===== config.mk =====
export PLATFORM = sky130hd
export DESIGN_NAME = ser_to_par
export DESIGN_NICKNAME = d
export VERILOG_FILES = /design/src/rtl/ser_to_par.sv
export SDC_FILE = /design/constraint.sdc
export NUM_CORES = 1
export LEC_CHECK = 0
export ABC_AREA = 1
export BUFFER_PORTS_ARGS = -buffer_cell sky130_fd_sc_hd__buf_2
export CAP_MARGIN = 20
export CORE_MARGIN = 8
export CORE_UTILIZATION = 62
export DETAILED_ROUTE_END_ITERATION = 10
export PLACE_DENSITY = 0.88
export SETUP_SLACK_MARGIN = 0.15
export SYNTH_ARGS = -nofsm -noshare
export SYNTH_HDL_FRONTEND = slang
export SYNTH_SLANG_ARGS = --single-unit

===== constraint.sdc =====
create_clock -name clk_5x -period 3.7 [get_ports clk_5x]
set_clock_uncertainty 0.2 [all_clocks]
set_input_delay 1.11 -clock clk_5x [delete_from_list [all_inputs] [get_ports clk_5x]]
set_output_delay 1.11 -clock clk_5x [all_outputs]
set_load 0.02 [all_outputs]

===== src/rtl/ser_to_par.sv =====
// TMDS receive deserializer: rebuilds 10-bit symbols from DDR bit pairs on clk_5x
// and bit-slips until control tokens repeat at one word offset.
module ser_to_par #(
   parameter int LOCK_CNT      = 8,
   parameter int SEARCH_WIN    = 2048,
   parameter int TOKEN_TIMEOUT = 65535
) (
   input  logic       clk_5x,
   input  logic       sys_rst_n,
   input  logic       data_rise,
   input  logic       data_fall,
   output logic [9:0] par_data,
   output logic       par_valid,
   output logic       locked,
   output logic [3:0] slip
);

   localparam int MW = $clog2(LOCK_CNT + 1);
   localparam int SW = $clog2(SEARCH_WIN + 1);
   localparam int TW = $clog2(TOKEN_TIMEOUT + 1);
   localparam logic [MW-1:0] MATCH_LIM = MW'(LOCK_CNT);
   localparam logic [SW-1:0] MISS_LIM  = SW'(SEARCH_WIN);
   localparam logic [TW-1:0] IDLE_LIM  = TW'(TOKEN_TIMEOUT);

   typedef enum logic {ST_SEARCH = 1'b0, ST_LOCKED = 1'b1} state_t;

   function automatic logic is_token(input logic [9:0] w);
      case (w)
         10'h354, 10'h0AB, 10'h154, 10'h2AB: is_token = 1'b1;
         default:                            is_token = 1'b0;
      endcase
   endfunction

   state_t        state_r;
   logic [19:0]   hist_r;
   logic [2:0]    phase_r;
   logic [3:0]    slip_r;
   logic [MW-1:0] match_cnt_r;
   logic [SW-1:0] miss_cnt_r;
   logic [TW-1:0] idle_cnt_r;
   logic [9:0]    par_data_r;
   logic          par_valid_r;
   logic          locked_r;

   logic [19:0]   shifted_s;
   logic [9:0]    cand_s;
   logic          tok_s;
   logic          tick_s;
   logic [MW-1:0] match_inc_s;
   logic [SW-1:0] miss_inc_s;
   logic [TW-1:0] idle_inc_s;

   // Window selection at the current slip plus saturating counter increments
   always_comb begin
      shifted_s   = hist_r >> (5'd10 - {1'b0, slip_r});
      cand_s      = shifted_s[9:0];
      tok_s       = is_token(cand_s);
      tick_s      = (phase_r == 3'd4);
      match_inc_s = (match_cnt_r >= MATCH_LIM) ? match_cnt_r : match_cnt_r + MW'(1);
      miss_inc_s  = (miss_cnt_r >= MISS_LIM) ? miss_cnt_r : miss_cnt_r + SW'(1);
      idle_inc_s  = (idle_cnt_r >= IDLE_LIM) ? idle_cnt_r : idle_cnt_r + TW'(1);
   end

   // Bit history, word phase, alignment FSM and registered symbol output
   always_ff @(posedge clk_5x or negedge sys_rst_n) begin
      if (!sys_rst_n) begin
         state_r     <= ST_SEARCH;
         hist_r      <= 20'h00000;
         phase_r     <= 3'd0;
         slip_r      <= 4'd0;
         match_cnt_r <= {MW{1'b0}};
         miss_cnt_r  <= {SW{1'b0}};
         idle_cnt_r  <= {TW{1'b0}};
         par_data_r  <= 10'h000;
         par_valid_r <= 1'b0;
         locked_r    <= 1'b0;
      end else begin
         hist_r      <= {data_fall, data_rise, hist_r[19:2]};
         phase_r     <= tick_s ? 3'd0 : phase_r + 3'd1;
         par_valid_r <= 1'b0;
         if (tick_s) begin
            par_data_r <= cand_s;
            case (state_r)
               ST_SEARCH: begin
                  if (tok_s) begin
                     miss_cnt_r <= {SW{1'b0}};
                     if (match_inc_s == MATCH_LIM) begin
                        state_r     <= ST_LOCKED;
                        locked_r    <= 1'b1;
                        par_valid_r <= 1'b1;
                        match_cnt_r <= {MW{1'b0}};
                     end else begin
                        match_cnt_r <= match_inc_s;
                     end
                  end else begin
                     match_cnt_r <= {MW{1'b0}};
                     if (miss_inc_s == MISS_LIM) begin
                        slip_r     <= (slip_r == 4'd9) ? 4'd0 : slip_r + 4'd1;
                        miss_cnt_r <= {SW{1'b0}};
                     end else begin
                        miss_cnt_r <= miss_inc_s;
                     end
                  end
               end
               ST_LOCKED: begin
                  // A token always wins over a timeout reached on the same tick
                  if (tok_s) begin
                     idle_cnt_r  <= {TW{1'b0}};
                     par_valid_r <= 1'b1;
                  end else if (idle_inc_s == IDLE_LIM) begin
                     state_r    <= ST_SEARCH;
                     locked_r   <= 1'b0;
                     idle_cnt_r <= {TW{1'b0}};
                  end else begin
                     idle_cnt_r  <= idle_inc_s;
                     par_valid_r <= 1'b1;
                  end
               end
               default: begin
                  state_r     <= ST_SEARCH;
                  locked_r    <= 1'b0;
                  match_cnt_r <= {MW{1'b0}};
                  miss_cnt_r  <= {SW{1'b0}};
                  idle_cnt_r  <= {TW{1'b0}};
               end
            endcase
         end
      end
   end

   assign par_data  = par_data_r;
   assign par_valid = par_valid_r;
   assign locked    = locked_r;
   assign slip      = slip_r;

endmodule


==> metrics.md <==
| Metric | Value |
|---|---|
| Status | `finished, final reports clean` |
| Layout cell share with drive strength beyond 1 | `a little over a tenth` |
| Max-cap viol count | `0` |
| Power per cell area | `a little over 300 nW/um^2` |
| Setup Total Neg Slack | `0 ns` |
| Worst skew pair latency | `between 0.3 and 0.4 ns` |
| CTS tree | `yes` |
| Number of global-route vias before repair | `4,193` |
| Hold depth | `0` |
| Top-area cell type share of the netlist area | `between 30% and 40%` |
| Synth cell types | `30` |
| Drt total wl | `roughly 11 mm` |
| Static leakage | `roughly 2.4 nW` |
| Synth warnings | `0` |
| Register area share after synthesis | `38.38%` |
| # IOs | `20` |
| WL met1 | `~4.8 mm` |
| CTS Buf Count | `9` |
| Worst Reg-to-Reg Cells | `15` |
| Reg2reg end | `idle_cnt_r[12]$_DFFE_PN0P_` |
| Hold Crit Endpoint | `hist_r[12]$_DFF_PN0_` |
| Kind of critical path | `flop to flop` |
| Slew margin rel. | `around three fifths` |
| Overall power | `roughly 1.5 mW` |
| DR top layer | `met4` |
| GPL Wtd Cong | `approximately 0.95` |
| Global-route wire length before repair | `roughly 19 mm` |
| Initial antenna violation count | `0` |
| CP max stage delay | `0.48 ns` |
| Post-layout minimum cycle time | `3.235 ns` |
| FP Rows | `31` |
| Vias per cell | `roughly 5.6` |
| Final Hold Viols | `0` |
| GRT Total Usage | `22.23%` |
| R2r setup slk | `0.46 ns` |
| CTS Root Buffer Type | `clkbuf_8` |
| Cell area after synthesis | `4695 um^2` |
| RSZ-0062 raised after global routing | `false` |
| Nets | `715` |
| Area grow syn2layout | `7.383%` |
| Period utilization | `between 80 and 90%` |
| Syn nets | `~700` |
| Grt ovf | `0` |
| H-tree levels | `3` |
| Worst hold start | `hist_r[14]$_DFF_PN0_` |
| CP max-delay cell | `dfrtp_1` |
| Commonest non-fill, non-tap cell in the layout | `nand2_1` |
| Crit. End Element | `flop` |
| Port Buffers | `19` |
| Post-synth top area cell | `dfrtp_1` |
| Die area | `10,610 um^2` |
| Pins over their slew limit | `0` |
| DP HPWL | `between 7 and 8 mm` |
| Ant. Diodes | `0` |
| DR vias | `~4,500` |
| Core region area | `7292 um^2` |
| Clock sink total | `between 70 and 80` |
| Maximum clock frequency | `between 300 and 400 MHz` |
| CP Buf/Inv Count | `2` |
| Antenna Nets Post-Route | `0` |
| Flip-flop and latch count after synthesis | `72` |
| Post-Synthesis Cells | `roughly 690` |
| Worst Path Max Fanout | `20` |
| Drt wl/cell | `roughly 14 um` |
| DR DRC count | `0` |
| Peak VDD IR | `0.1700 mV` |
| First-pass iteration count of the detailed router | `5` |
| Starting Density | `64.38%` |
| Wire length on met2 | `5.385 mm` |
| CTS clock-pin slew for the worst setup and hold paths | `roughly 0.07 ns` |
| CP arrival | `approximately 3.3 ns` |
| Critical path required time | `3.75 ns` |
| Number of DRC markers in iteration 0 | `roughly 310` |
| Clock Tree Buf Depth | `2` |
| Worst slew pin tran | `approximately 0.6 ns` |
| Setup violations, final | `0` |
| CP delay by family, top | `simple AND/OR/NAND/NOR gates` |
| Most frequent cells in the layout | `nand2_1 (212), nand3_1 (122), nor2_1 (72), dfrtp_1 (72), inv_1 (62)` |
| Syn avg cell area | `approximately 7 um^2` |
| Die Height | `about 100 um` |
| Hold Path Class | `flop to flop` |
| Startpoint class of the critical path | `flop` |
| Die extent in x | `103.0 um` |
| Met3 Routed Length | `between 500 and 600 um` |
| CP Cell Sequence | `inv_2 -> ha_1 -> inv_1 -> nand3_1 -> nor2_1 -> nor2_1 -> nand2_1 -> nand3_1 -> nand2_1 -> nor2_1 -> nand2_1 -> nor2_2 -> nor2_4 -> nand2_4 -> o21ai_0` |
| Largest net degree at the start of global routing | `73` |
| Area contributors post-synth | `dfrtp_1 (38%), nand2_1 (17%), nand3_1 (13%), nor2_1 (5.8%), inv_1 (5.0%)` |
| Worst hold slack | `between 0.2 and 0.25 ns` |
| Reg2Reg Launch Point | `slip[0]$_DFFE_PN0P_` |
routing by layer:
| layer | global-route usage (%) | vias to the layer above |
|---|---|---|
| met3 | 3.714 | 20 |
| met2 | 37.22 | 145 |
| li1 | - | 2234 |
| met5 | 0 | - |
| met1 | 28.24 | 2135 |
| met4 | 7.898 | 0 |
cell usage after synthesis, drive strengths merged:
master / number
a21oi: 2
a31oi: 1
buf: 15
clkbuf: 5
clkinv: 1
dfrtp: 72
ha: 10
inv: 69
nand2: 216
nand3: 123
nand4: 16
nor2: 85
nor3: 7
o211ai: 1
o21ai: 46
o21bai: 1
o22ai: 1
xnor2: 4
xor2: 10
logic make-up (layout without fill, tap and decap cells):
logic type / after synthesis / after routing / share of synthesized area (%)
AOI/OAI and AO/OA: 52 / 52 / 6.503
buffers and inverters: 90 / 110 / 8.129
adders and majority gates: 10 / 10 / 2.665
DFF: 72 / 72 / 38.38
and+or+nand+nor: 447 / 447 / 41.55
xor gates and xnor gates: 14 / 14 / 2.772
cell type report:
cell class	count	area, um^2
Tap cell	99	123.9
Multi-Input combinational cell	523	2514
Inverter	70	262.8
Timing Repair Buffer	25	152.6
Fill cell	660	2251
Clock inverter	4	45.04
Clock buffer	11	141.4
Sequential cell	72	1802
how the worst max path moves through the flow:
stage,start,to,slack (ns),depth (start not counted)
6_report,slip[0]$_DFFE_PN0P_,idle_cnt_r[12]$_DFFE_PN0P_,0.46,15
5_1_grt,slip[0]$_DFFE_PN0P_,idle_cnt_r[14]$_DFFE_PN0P_,0.16,15
4_1_cts,slip[0]$_DFFE_PN0P_,idle_cnt_r[13]$_DFFE_PN0P_,0.46,15
3_5_place_dp,slip[0]$_DFFE_PN0P_,idle_cnt_r[13]$_DFFE_PN0P_,0.50,15
3_3_place_gp,slip[0]$_DFFE_PN0P_,idle_cnt_r[12]$_DFFE_PN0P_,0.63,15
2_1_floorplan,slip[0]$_DFFE_PN0P_,miss_cnt_r[6]$_DFFE_PN0P_,0.83,18
through the flow:
step / worst slack [ns] / cells / util (%) / instance area [um^2]
after global routing: 0.1635 / 804 / 69.13 / 5041
after global placement: 0.6336 / 789 / 66.54 / 4852
after CTS: 0.4641 / 804 / 69.10 / 5039
after detailed placement: 0.4987 / 789 / 66.54 / 4852
after floorplan: 0.8311 / 685 / - / 4695
final: 0.4648 / 804 / 69.13 / 5041
report_power, final:
part	leakage [nW]	switching, mW	internal (mW)
sequential	0.923	0.0165	0.809
clock	0.0989	0.277	0.323
combinational	1.42	0.0713	0.0330
flip-flops by register name, indices dropped and copies added (netlist names):
register,cells
hist_r,20
idle_cnt_r,16
locked,1
match_cnt_r,4
miss_cnt_r,12
par_data,10
par_valid,1
phase_r,3
slip,4
state_r,1
repair_timing:
action                     4_1_cts  5_1_grt
hold buffers                     0        0
hold endpoints to repair         0        0
setup endpoints to repair        0        3
buffers inserted                 0        0
gates resized for setup          0        1
Power figures use the tool's default switching activity.
